### config.mk
export PLATFORM = sky130hd
export DESIGN_NAME = shared_add_arb
export DESIGN_NICKNAME = d
export VERILOG_FILES = /design/src/rtl/shared_add_arb.sv
export SDC_FILE = /design/constraint.sdc
export NUM_CORES = 1
export LEC_CHECK = 0
export CORE_ASPECT_RATIO = 1.75
export CORE_MARGIN = 2
export CORE_UTILIZATION = 30
export CTS_CLUSTER_DIAMETER = 30
export DETAILED_ROUTE_END_ITERATION = 16
export SYNTH_ARGS = -nofsm -noshare
export SYNTH_HDL_FRONTEND = slang
export SYNTH_SLANG_ARGS = --single-unit
### constraint.sdc
create_clock -name clk -period 3.3 [get_ports clk]
set_clock_uncertainty 0.05 [all_clocks]
set_input_delay 0.495 -clock clk [delete_from_list [all_inputs] [get_ports clk]]
set_output_delay 0.495 -clock clk [all_outputs]
set_load 0.02 [all_outputs]
### src/rtl/shared_add_arb.sv
// N-channel round-robin arbiter in front of one W+2-bit adder; op=1 reuses the
// adder on a second pass to form a+b+b. Results leave tagged with their channel.
module shared_add_arb #(
  parameter  int W  = 8,
  parameter  int N  = 4,
  localparam int CW = $clog2(N)
) (
  input  logic             clk,
  input  logic             rst_n,
  input  logic [N-1:0]     in_valid,
  output logic [N-1:0]     in_ready,
  input  logic [N-1:0]     in_op,
  input  logic [N*W-1:0]   in_a,
  input  logic [N*W-1:0]   in_b,
  output logic             out_valid,
  input  logic             out_ready,
  output logic [W+1:0]     out_data,
  output logic [CW-1:0]    out_ch,
  output logic [15:0]      done_cnt
);

  typedef enum logic [1:0] {IDLE, EXEC1, EXEC2, HOLD} state_t;

  state_t            state_q, state_d;
  logic [CW-1:0]     ptr_q, ptr_d;
  logic [W+1:0]      acc_q, acc_d;
  logic [W-1:0]      a_q, a_d, b_q, b_d;
  logic              op_q, op_d;
  logic [CW-1:0]     ch_q, ch_d;
  logic [15:0]       done_q, done_d;

  logic [N-1:0][W-1:0] a_vec, b_vec;
  logic              gnt_hit;
  logic [CW-1:0]     gnt_idx, cand;
  logic [N-1:0]      rdy;
  logic [W+1:0]      add_x, add_y, sum;

  assign a_vec = in_a;
  assign b_vec = in_b;

  // Scan from the farthest candidate back toward ptr so the nearest valid wins.
  always_comb begin
    gnt_hit = 1'b0;
    gnt_idx = '0;
    cand    = '0;
    for (int k = N-1; k >= 0; k--) begin
      cand = CW'((int'(ptr_q) + k) % N);
      if (in_valid[cand]) begin
        gnt_hit = 1'b1;
        gnt_idx = cand;
      end
    end
  end

  // The only adder; EXEC2 feeds the first-pass sum back in place of a.
  assign add_x = (state_q == EXEC2) ? acc_q : {2'b00, a_q};
  assign add_y = {2'b00, b_q};
  assign sum   = add_x + add_y;

  always_comb begin
    state_d = state_q;
    ptr_d   = ptr_q;
    acc_d   = acc_q;
    a_d     = a_q;
    b_d     = b_q;
    op_d    = op_q;
    ch_d    = ch_q;
    done_d  = done_q;
    rdy     = '0;
    case (state_q)
      IDLE: begin
        if (gnt_hit) begin
          rdy[gnt_idx] = 1'b1;
          a_d     = a_vec[gnt_idx];
          b_d     = b_vec[gnt_idx];
          op_d    = in_op[gnt_idx];
          ch_d    = gnt_idx;
          ptr_d   = CW'((int'(gnt_idx) + 1) % N);
          state_d = EXEC1;
        end
      end
      EXEC1: begin
        acc_d   = sum;
        state_d = op_q ? EXEC2 : HOLD;
      end
      EXEC2: begin
        acc_d   = sum;
        state_d = HOLD;
      end
      HOLD: begin
        if (out_ready) begin
          done_d  = (done_q == 16'hFFFF) ? done_q : done_q + 16'd1;
          state_d = IDLE;
        end
      end
      default: state_d = IDLE;
    endcase
  end

  // No request may be accepted while reset is held.
  assign in_ready  = rst_n ? rdy : '0;
  assign out_valid = (state_q == HOLD);
  assign out_data  = acc_q;
  assign out_ch    = ch_q;
  assign done_cnt  = done_q;

  always_ff @(posedge clk) begin
    if (!rst_n) begin
      state_q <= IDLE;
      ptr_q   <= '0;
      acc_q   <= '0;
      a_q     <= '0;
      b_q     <= '0;
      op_q    <= 1'b0;
      ch_q    <= '0;
      done_q  <= '0;
    end else begin
      state_q <= state_d;
      ptr_q   <= ptr_d;
      acc_q   <= acc_d;
      a_q     <= a_d;
      b_q     <= b_d;
      op_q    <= op_d;
      ch_q    <= ch_d;
      done_q  <= done_d;
    end
  end

endmodule

## After elaboration in Yosys (flattened, before gate mapping)

Cells that the tools add are included.

| cells by class | value |
|---|---|
| add/sub/neg operators | 6 |
| multiply operators | 0 |
| div/mod/pow operators | 0 |
| order comparisons | 6 |
| equal/unequal tests | 6 |
| shift operators | 0 |
| mux-type cells | 32 |
| bitwise logic cells | 1 |
| reductions and logical operators | 6 |

Operators by type and width:

| kind | count |
|---|---|
| binary-select mux 8 bit (select 2 bit) | 2 |
| adder 16 x 1 -> 16 bit, second input constant | 1 |
| == test 16 bit, second input constant | 1 |
| 2-to-1 mux 8 bit | 2 |
| less-than comparator 2 x 3 -> 1 bit, second input constant | 5 |
| 2-to-1 mux 2 bit | 6 |
| 2-to-1 mux 4 bit | 3 |
| 2-to-1 mux 1 bit | 11 |
| adder 10 x 8 -> 10 bit | 1 |
| binary-select mux 1 bit (select 2 bit) | 5 |
| 2-to-1 mux 10 bit | 1 |
| one-hot mux 2 bit (4 select lines) | 1 |
| adder 2 x 1 -> 2 bit, second input constant | 2 |
| adder 2 bit, second input constant | 2 |
| == test 2 bit, second input constant | 2 |
| AND reduction 2 bit | 2 |
| AND reduction 3 bit | 1 |
| demux 1 bit (select 2 bit) | 1 |
| == test 2 x 1 -> 1 bit, second input constant | 1 |
| greater-or-equal comparator 2 x 1 -> 1 bit, second input constant | 1 |
| zero test 2 bit | 1 |
| inequality test 2 x 1 -> 1 bit, second input constant | 1 |
| inequality test 2 bit, second input constant | 1 |
| OR reduction 2 bit | 1 |
| 2 further kinds | 2 |

| storage, ports and cells | value |
|---|---|
| register bits after elaboration | 49 |
| latch bits | 0 |
| memory bits (writable) | 0 |
| memory bits (read-only) | 0 |
| input bits | 75 |
| output and inout bits | 33 |
| memories | 0 |

## Longest topological paths before layout

Gate-level depths: netlist of run 1.

| depth | value |
|---|---|
| depth after elaboration | 14 |
| mapped depth | 11 |
| mapped depth without buffers | 10 |

## Worst setup path after synthesis of run 1

OpenSTA, ideal clock, no wires.

| path | value |
|---|---|
| path type | reg2reg |
| start | reg state_q[0] |
| end | reg acc_q[9] (netlist: out_data[9]) |
| library setup time | 120 ps |
| arrival | 2,510 ps |
| data required time | 3,130 ps |
| setup slack | 620 ps |
| stages on the path, launching flop included | 11 |
| path buffers | 1 |
| clock period less this slack | 2,680 ps |
| cells stage by stage | dfxtp_1 -> inv_1 -> ha_1 -> clkbuf_1 -> mux2_2 -> ha_1 -> a211oi_1 -> o21ai_0 -> a32oi_1 -> nor3_1 -> o31a_1 |

| between the ends | value |
|---|---|
| word-level cells in the longest chain between the ends | 3 |
| elaborated cells on any way between the ends | 5 |
| classes of those cells | add/sub (1); eq/ne (2); mux (1); reduce/logical (1) |

Ends and longest elaborated chain:

| item | line | source |
|---|---|---|
| from (decl) | 24 | `state_t state_q, state_d;` |
| from (signal assigned) | 118 | `state_q <= state_d;` |
| == test 2 bit | 56, 70 |  |
| 2-to-1 mux 10 bit | 56 | `assign add_x = (state_q == EXEC2) ? acc_q : {2'b00, a_q};` |
| adder 10 x 8 -> 10 bit | 58 | `assign sum = add_x + add_y;` |
| to (signal assigned) | 111 | `acc_q <= '0;` |
| to (signal assigned) | 120 | `acc_q <= acc_d;` |
| to (decl) | 26 | `logic [W+1:0] acc_q, acc_d;` |

Parallel ways exist; a longest one is shown, timed or not.
A chain may end at the register's enable or synchronous reset.

## Worst setup path in the final report of run 1

| path | value |
|---|---|
| start | in in_valid[2] |
| end | out in_ready[3] |

| between the ends | value |
|---|---|
| word-level cells in the longest chain between the ends | 13 |
| elaborated cells on any way between the ends | 24 |
| classes of those cells | order compare (2); mux (21); reduce/logical (1) |

Ends and longest elaborated chain:

| item | line | source |
|---|---|---|
| from (decl) | 10 | `input logic [N-1:0] in_valid,` |
| binary-select mux 1 bit (select 2 bit) | 48 | `if (in_valid[cand]) begin` |
| 2-to-1 mux 1 bit (not written as such) | 48 |  |
| 2-to-1 mux 2 bit (4 in series) | 48 |  |
| less-than comparator 2 x 3 -> 1 bit (not written as such) / greater-or-equal comparator 2 x 1 -> 1 bit (equally long branches) | 73 | `rdy[gnt_idx] = 1'b1;` |
| logical AND 1 bit (not written as such) | 73 |  |
| 2-to-1 mux 1 bit (not written as such) | 73 |  |
| demux 1 bit (select 2 bit) | 73 |  |
| 2-to-1 mux 4 bit (*) | 72 | `if (gnt_hit) begin` |
| 2-to-1 mux 4 bit (*) | 70 | `case (state_q)` |
| 2-to-1 mux 4 bit (*) | 101 | `assign in_ready = rst_n ? rdy : '0;` |
| to (decl) | 11 | `output logic [N-1:0] in_ready,` |

Mark *: on every way between the ends. The rest lies on a longest branch, timed or not. The select of a mux whose other input is x is not followed.

==> results of run 1 <==
-- metal layers --
metal	global-route usage, %	up-vias
li1	-	1576
met1	15.36	1410
met2	28.34	86
met3	2.929	14
met4	5.008	0
met5	0	-
-- tightest hold or removal path, delay by kind of cell, from the launching register on --
family | cells | cell delay [ns]
AO/OA/AOI/OAI | 1 | 0.08
flip-flops | 1 | 0.33
AND/OR/NAND/NOR | 1 | 0.05
-- cells in the mapped netlist, drive strengths merged (2+ instances only) --
library cell,instances,area share (%)
dfxtp,49,29
nand2,32,3.7
o21ai,27,4.5
mux2i,26,7.8
and3,23,4.3
o211ai,21,4.7
a21boi,18,4.1
ha,18,6.8
nor2b,15,2.8
clkbuf,14,1.6
a21oi,11,1.7
and2,11,2.1
inv,9,1.1
nand4,9,2.3
xnor2,9,2.4
mux2,8,2.7
buf,7,1.8
nand3,7,1.1
nor3,6,1.1
o21a,6,1.4
nand2b,5,0.94
nand3b,5,1.1
nor2,5,0.56
xor2,4,1.1
a21o,3,0.68
and4,3,0.87
nor4,3,0.75
nor4b,3,1.2
nor3b,2,0.45
o21bai,2,0.56
o31ai,2,0.45
-- cells in the final DEF, fill, tap and decap left out, types with 6 or more instances in the layout --
cell             Yosys  routed
clkdlybuf4s50_1      0     107
dfxtp_1             49      49
nand2_1             31      31
mux2i_1             26      26
and3_1              23      23
o211ai_1            21      21
ha_1                18      18
a21boi_0            17      17
nor2b_1             15      15
o21ai_1             13      13
o21ai_0             12      12
a21oi_1             11      11
and2_1              11      11
xnor2_1              9       9
inv_1                8       8
mux2_2               8       8
nand3_1              7       7
nand4_1              7       7
o21a_1               6       6
buf_4                2       6
-- through the flow --
stage	hold WS, ns	util, %	setup slack, ns	instances	total power [mW]
finish	0.4375	43.47	0.1587	605	2.964
global route	0.4726	43.47	0.02155	605	3.215
CTS	0.4463	43.41	0.1373	605	2.990
detailed placement	0.4299	41.77	0.1452	597	2.382
global placement	0.4194	41.77	0.2194	597	2.353
floorplan	0.3888	-	0.6199	375	1.944
-- repair_timing --
item,CTS,global route
endpoints found under the hold margin,0,0
setup endpoints to repair,0,4
gates resized for setup,0,1
-- state kept, by name, indices dropped and copies added, names as in the netlist --
name / flops
out_ch: 2
op_q: 1
state_q: 2
a_q: 8
done_cnt: 16
b_q: 8
out_data: 10
ptr_q: 2
-- worst paths after layout --
kind	endpoint	slack, ns	cells after the start
worst max-delay path	in_ready[3]	0.16	8
worst min-delay path	a_q[4]$_SDFFE_PN0P_	0.44	2
worst max register to register	out_data[4]$_SDFFE_PN0P_	0.37	10
worst min register to register	a_q[4]$_SDFFE_PN0P_	0.44	2
-- where the power goes --
group          switching [mW]  total (mW)  internal, mW
clock network           0.219       0.598         0.378
logic                   0.778        1.48         0.703
registers               0.128       0.886         0.758
total                    1.12        2.96          1.84
-- cell type report --
cell class	instances	area, µm²
clock buffer	6	138.9
clock inverter	2	37.54
fill	1083	6083
inverter	9	36.28
multi-input combinational	296	2205
sequential	49	980.9
tap	130	162.7
timing repair buffer	113	1116
-- logic make-up after synthesis --
group                    synth area share (%)
XOR/XNOR                                3.422
buffers and inverters                   4.438
multiplexers                            10.53
adder cells (fa/ha/maj)                 7.371
AND/OR/NAND/NOR                         23.51
flip-flops                              29.48
AO/OA/AOI/OAI                           21.25
==> qor.yml, run 1 <==
leakage_nw: 1.827
worstHoldStart: "a_q[4]$_SDFFE_PN0P_"
required_ns: 2.75
drt_iter0_markers: 104
yosysSeqAreaShare_pct: 29.48
synth_edf_count: 0
area_growth_syn_to_layout_pct: 40.58
path_cells: "clkdlybuf4s50_1 -> nor2b_1 -> a221o_2 -> nand2_2 -> inv_4 -> ha_1 -> and3_1 -> clkdlybuf4s50_1"
timing.rr.start: "state_q[0]$_SDFFE_PN0P_"
critPathTopFamily: "buffers and inverters"
cp_slowest_stage_delay_ns: 0.53
yosysWarnings: 0
drc: 0
cts_tree: "built"
slew_violations: 0
worstSetupStartpointType: "input port"
clkSlewWorstSetupHoldPaths_ns: 0.06
worst_pin_slew_ns: 0.8011
endpoint_kind: "output port"
syn_nets: 469
async_flop_share_pct: 0
vias: 3086
crit_top_cell: "clkdlybuf4s50_1"
fin_area_um2: 4677
maxCapViolCount: 0
tns_ns: 0
min_path_type: "flop to flop"
grt_pass1_wl_mm: 14.43
period_share_pct: 95.19
die_w_um: 83.61
wl_met1_mm: 3.381
port_buffers: 107
gp_congestion: 0.8227
max_freq_ghz: 0.3183
top_layer: "met4"
crit_start: "in_valid[2]"
cts.sinks: 49
place_area_um2: 4494
firstDrtPassIters: 4
core_um2: 10760
viasPerCell: 5.101
synthFlopType: "dfxtp_1"
avgSynthCellArea_um2: 8.872
clockRootBuffer: "clkbuf_16"
start_util_pct: 30.92
peakVddDrop_v: 0.0002975
rsz0062_at_grt: "false"
dieArea_um2: 11980
criticalPathCategory: "input port to output port"
grt_max_degree: 38
clockBufferDepth: 2
avgRoutedWirePerCell_um: 14.36
fp.dieH_um: 143.3
wl_met3_um: 396
cp.arrival_ns: 2.60
grt_pass1_vias: 3067
syn_inst: 375
status: "complete, no violations"
p_per_area_nw_per_um2: 633.8
grt_util_all_layers_pct: 14.57
relSlewSlack_pct: 46.36
hold_viol_final: 0
drive_gt1_share_pct: 7.368
crit_slowest_cell: "clkdlybuf4s50_1"
ctsHoldBuffers: 0
path_buf_inv: 3
wl_met2_mm: 4.751
clkLatencyLatePin_ns: 0.29
setup_viol: 0
cp_max_fo: 6
globalRouteOverflowTotal: 0
io_pins: 108
antenna_found_initial: 0
dpl.hpwl_mm: 7.063
rows: 50
cts_max_level: 2
fin_nets: 568
ys_ff_latch: 49
numCtsBuffers: 5
post_cts_buffers: 0
routed_wl_mm: 8.690
ant_nets: 0
synth_cell_types: 58
syn_area_um2: 3327
antenna_cells: 0
finalCriticalPeriod_ns: 3.141
Power figures use the tool's default switching activity.
==> inputs of run 2 (changes only) <==
GPL_TIMING_DRIVEN = 0   (was not set)
==> run 2 against run 1 <==
Global-route usage is 1.3 points higher; critical path depth is 1 higher; sequential share of layout area is 0.21 points lower; register-to-register slack better by 0.03 ns; combinational power is 5% higher; utilization is 0.43 points higher; worst setup slack worse by 0.0072 ns; non-clock buffer count is 15 higher; count of clock-buffer cells in the layout is 1 higher; via count is 3.4% higher; final cell count is 2.3% higher; design area is 0.99% higher; critical endpoint unchanged; largest power group unchanged; highest routed layer unchanged.
==> qor.yml, run 2 (synthesized netlist as in run 1, its figures left out) <==
hold_depth: 2  # unchanged
core_um2: 10760  # unchanged
internal_power_mw: 1.790  # was 1.839 mW
worstSetupStartpointType: "input port"  # unchanged
drt_iter0_markers: 90  # was 104
reg2reg_depth: 10  # unchanged
endpoint_kind: "output port"  # unchanged
place_worst_setup_slack_ns: -0.2421  # was 0.1452 ns
worstHoldStart: "a_q[5]$_SDFFE_PN0P_"  # was a_q[4]$_SDFFE_PN0P_
hold_viol_final: 0  # unchanged
ant_nets: 0  # unchanged
vias: 3190  # was 3086
worst_pin_slew_ns: 0.6311  # was 0.8011 ns
min_to: "a_q[5]$_SDFFE_PN0P_"  # was a_q[4]$_SDFFE_PN0P_
period_share_pct: 95.41  # was 95.19%
r2r-end: "out_data[9]$_SDFFE_PN0P_"  # was out_data[4]$_SDFFE_PN0P_
numCtsBuffers: 5  # unchanged
dp.cells: 611  # was 597
antenna_found_initial: 0  # unchanged
die_w_um: 83.61  # unchanged
finalCriticalPeriod_ns: 3.149  # was 3.141 ns
dpl.hpwl_mm: 7.972  # was 7.063 mm
cts_max_level: 2  # unchanged
clockRootBuffer: "clkbuf_16"  # unchanged
status: "complete, no violations"  # unchanged
clkPwrFrac_pct: 17.5  # was 20.2%
final_cell_mix: "clkdlybuf4s50_1 (103), dfxtp_1 (49), nand2_1 (31)"  # was clkdlybuf4s50_1 (107), dfxtp_1 (49), nand2_1 (31)
tns_ns: 0  # unchanged
relSlewSlack_pct: 57.58  # was 46.36%
avgRoutedWirePerCell_um: 15.61  # was 14.36 µm
area_growth_syn_to_layout_pct: 41.97  # was 40.58%
cp_max_fo: 11  # was 6
final_common_cell: "clkdlybuf4s50_1"  # unchanged
max_freq_ghz: 0.3176  # was 0.3183 GHz
firstDrtPassIters: 4  # unchanged
wl_met2_mm: 5.485  # was 4.751 mm
routed_wl_mm: 9.665  # was 8.690 mm
cp_slowest_stage_delay_ns: 0.57  # was 0.53 ns
fin_nets: 583  # was 568
leakage_nw: 1.856  # was 1.827 nW
reg2reg_setup_slack_ns: 0.40  # was 0.37 ns
globalRouteOverflowTotal: 0  # unchanged
slew_violations: 0  # unchanged
wl_met3_um: 412  # was 396 µm
path_cells: "clkdlybuf4s50_1 -> nand2_1 -> a221o_2 -> nand2_4 -> inv_6 -> buf_6 -> ha_1 -> and3_1 -> dlygate4sd2_1"  # was clkdlybuf4s50_1 -> nor2b_1 -> a221o_2 -> nand2_2 -> inv_4 -> ha_1 -> and3_1 -> clkdlybuf4s50_1
io_pins: 108  # unchanged
grt_pass1_wl_mm: 15.32  # was 14.43 mm
rows: 50  # unchanged
postLayoutSetupSlackWorst_ns: 0.1515  # was 0.1587 ns
fin_cells: 619  # was 605
criticalPathCategory: "input port to output port"  # unchanged
p_total_mw: 2.950  # was 2.964 mW
drive_gt1_share_pct: 7.566  # was 7.368%
antenna_cells: 0  # unchanged
setup_viol: 0  # unchanged
cts_tree: "built"  # unchanged
port_buffers: 106  # was 107
required_ns: 2.75  # about the same
p_comb_share_pct: 52.5  # was 50.0%
clockBufferDepth: 2  # unchanged
fp.dieH_um: 143.3  # unchanged
wl_met1_mm: 3.588  # was 3.381 mm
grt_max_degree: 14  # was 38
maxCapViolCount: 0  # unchanged
p_seq_share_pct: 30.0  # was 29.9%
top_layer: "met4"  # unchanged
gp_congestion: 0.8579  # was 0.8227
min_path_type: "flop to flop"  # unchanged
p_switching_mw: 1.160  # was 1.125 mW
viasPerCell: 5.153  # was 5.101
clkLatencyLatePin_ns: 0.29  # about the same
grt_pass1_vias: 3264  # was 3067
largest_reg_flops: 16  # unchanged
clkSlewWorstSetupHoldPaths_ns: 0.06  # about the same
p_sw_share_pct: 39.32  # was 37.95%
peakVddDrop_v: 0.0002698  # was 0.0002975 V
p_per_area_nw_per_um2: 624.6  # was 633.8 nW/µm²
dieArea_um2: 11980  # unchanged
rsz0062_at_grt: "false"  # unchanged
drc: 0  # unchanged
grt_util_all_layers_pct: 15.84  # was 14.57%
cp.arrival_ns: 2.60  # about the same
timing.rr.start: "state_q[0]$_SDFFE_PN0P_"  # unchanged
start_util_pct: 30.92  # unchanged
crit_slowest_cell: "clkdlybuf4s50_1"  # unchanged
cts.sinks: 49  # unchanged
-- run 2: cell types whose count changed in the layout (fill, tap and decap cells not counted), moves of 2 or more --
cell / change
buf_6: +3
clkbuf_1: +14
buf_2: +2
dlygate4sd2_1: +3
buf_4: -3
clkdlybuf4s50_1: -4
-- run 2: per-stage QoR --
stage	util (%)	area [µm²]	hold slack (ns)
4_1_cts	43.67	4700	0.4322
6_report	43.90	4723	0.4293
2_1_floorplan	-	3327	0.3888
5_1_grt	43.90	4723	0.4580
3_5_place_dp	42.29	4551	0.4169
3_3_place_gp	42.29	4551	0.4120
-- run 2: worst max path at each step --
stage                     depth (start not counted)                       end               startpoint  slack (ns)
after global routing                              8               in_ready[0]              in_valid[2]        0.02
after CTS                                         9               in_ready[3]              in_valid[2]        0.02
after detailed placement                          9               in_ready[2]              in_valid[0]       -0.24
after global placement                            9               in_ready[3]              in_valid[0]       -0.22
final                                             9               in_ready[3]              in_valid[0]        0.15
after floorplan                                  10  out_data[9]$_SDFFE_PN0P_  state_q[0]$_SDFFE_PN0P_        0.62
-- run 2: critical path: cells and delay by family --
kind	cells	cell delay, ns
AND/OR/NAND/NOR	3	0.36
buffers and inverters	4	1.14
AO/OA/AOI/OAI	1	0.41
adder cells (fa/ha/maj)	1	0.19
-- run 2: what timing repair did --
| item | CTS | global route |
|---|---|---|
| gates cloned | 0 | 0 |
| hold buffers | 0 | 0 |
| setup endpoints to repair | 2 | 5 |
| pin swaps | 0 | 1 |
| buffers inserted | 0 | 1 |
| gates resized for setup | 5 | 5 |
-- run 2: area by class of cell --
class,count,area [µm²]
Inverter,9,38.79
Multi-Input combinational cell,296,2221
Clock buffer,7,142.6
Tap cell,130,162.7
Sequential cell,49,980.9
Buffer,21,112.6
Fill cell,1099,6037
Timing Repair Buffer,107,1065
-- run 2: routing by layer --
metal	up-vias	global-route usage [%]
met5	-	0
met4	0	5.857
met3	12	2.700
met2	87	32.08
met1	1486	15.73
li1	1605	-
-- run 2: power groups by stage --
stage / clock network [mW] / logic, mW / registers (mW)
floorplan: 0 / 1.04 / 0.901
global placement: 0 / 1.50 / 0.896
detailed placement: 0 / 1.53 / 0.901
CTS: 0.530 / 1.54 / 0.889
global route: 0.552 / 1.71 / 0.911
finish: 0.515 / 1.55 / 0.886
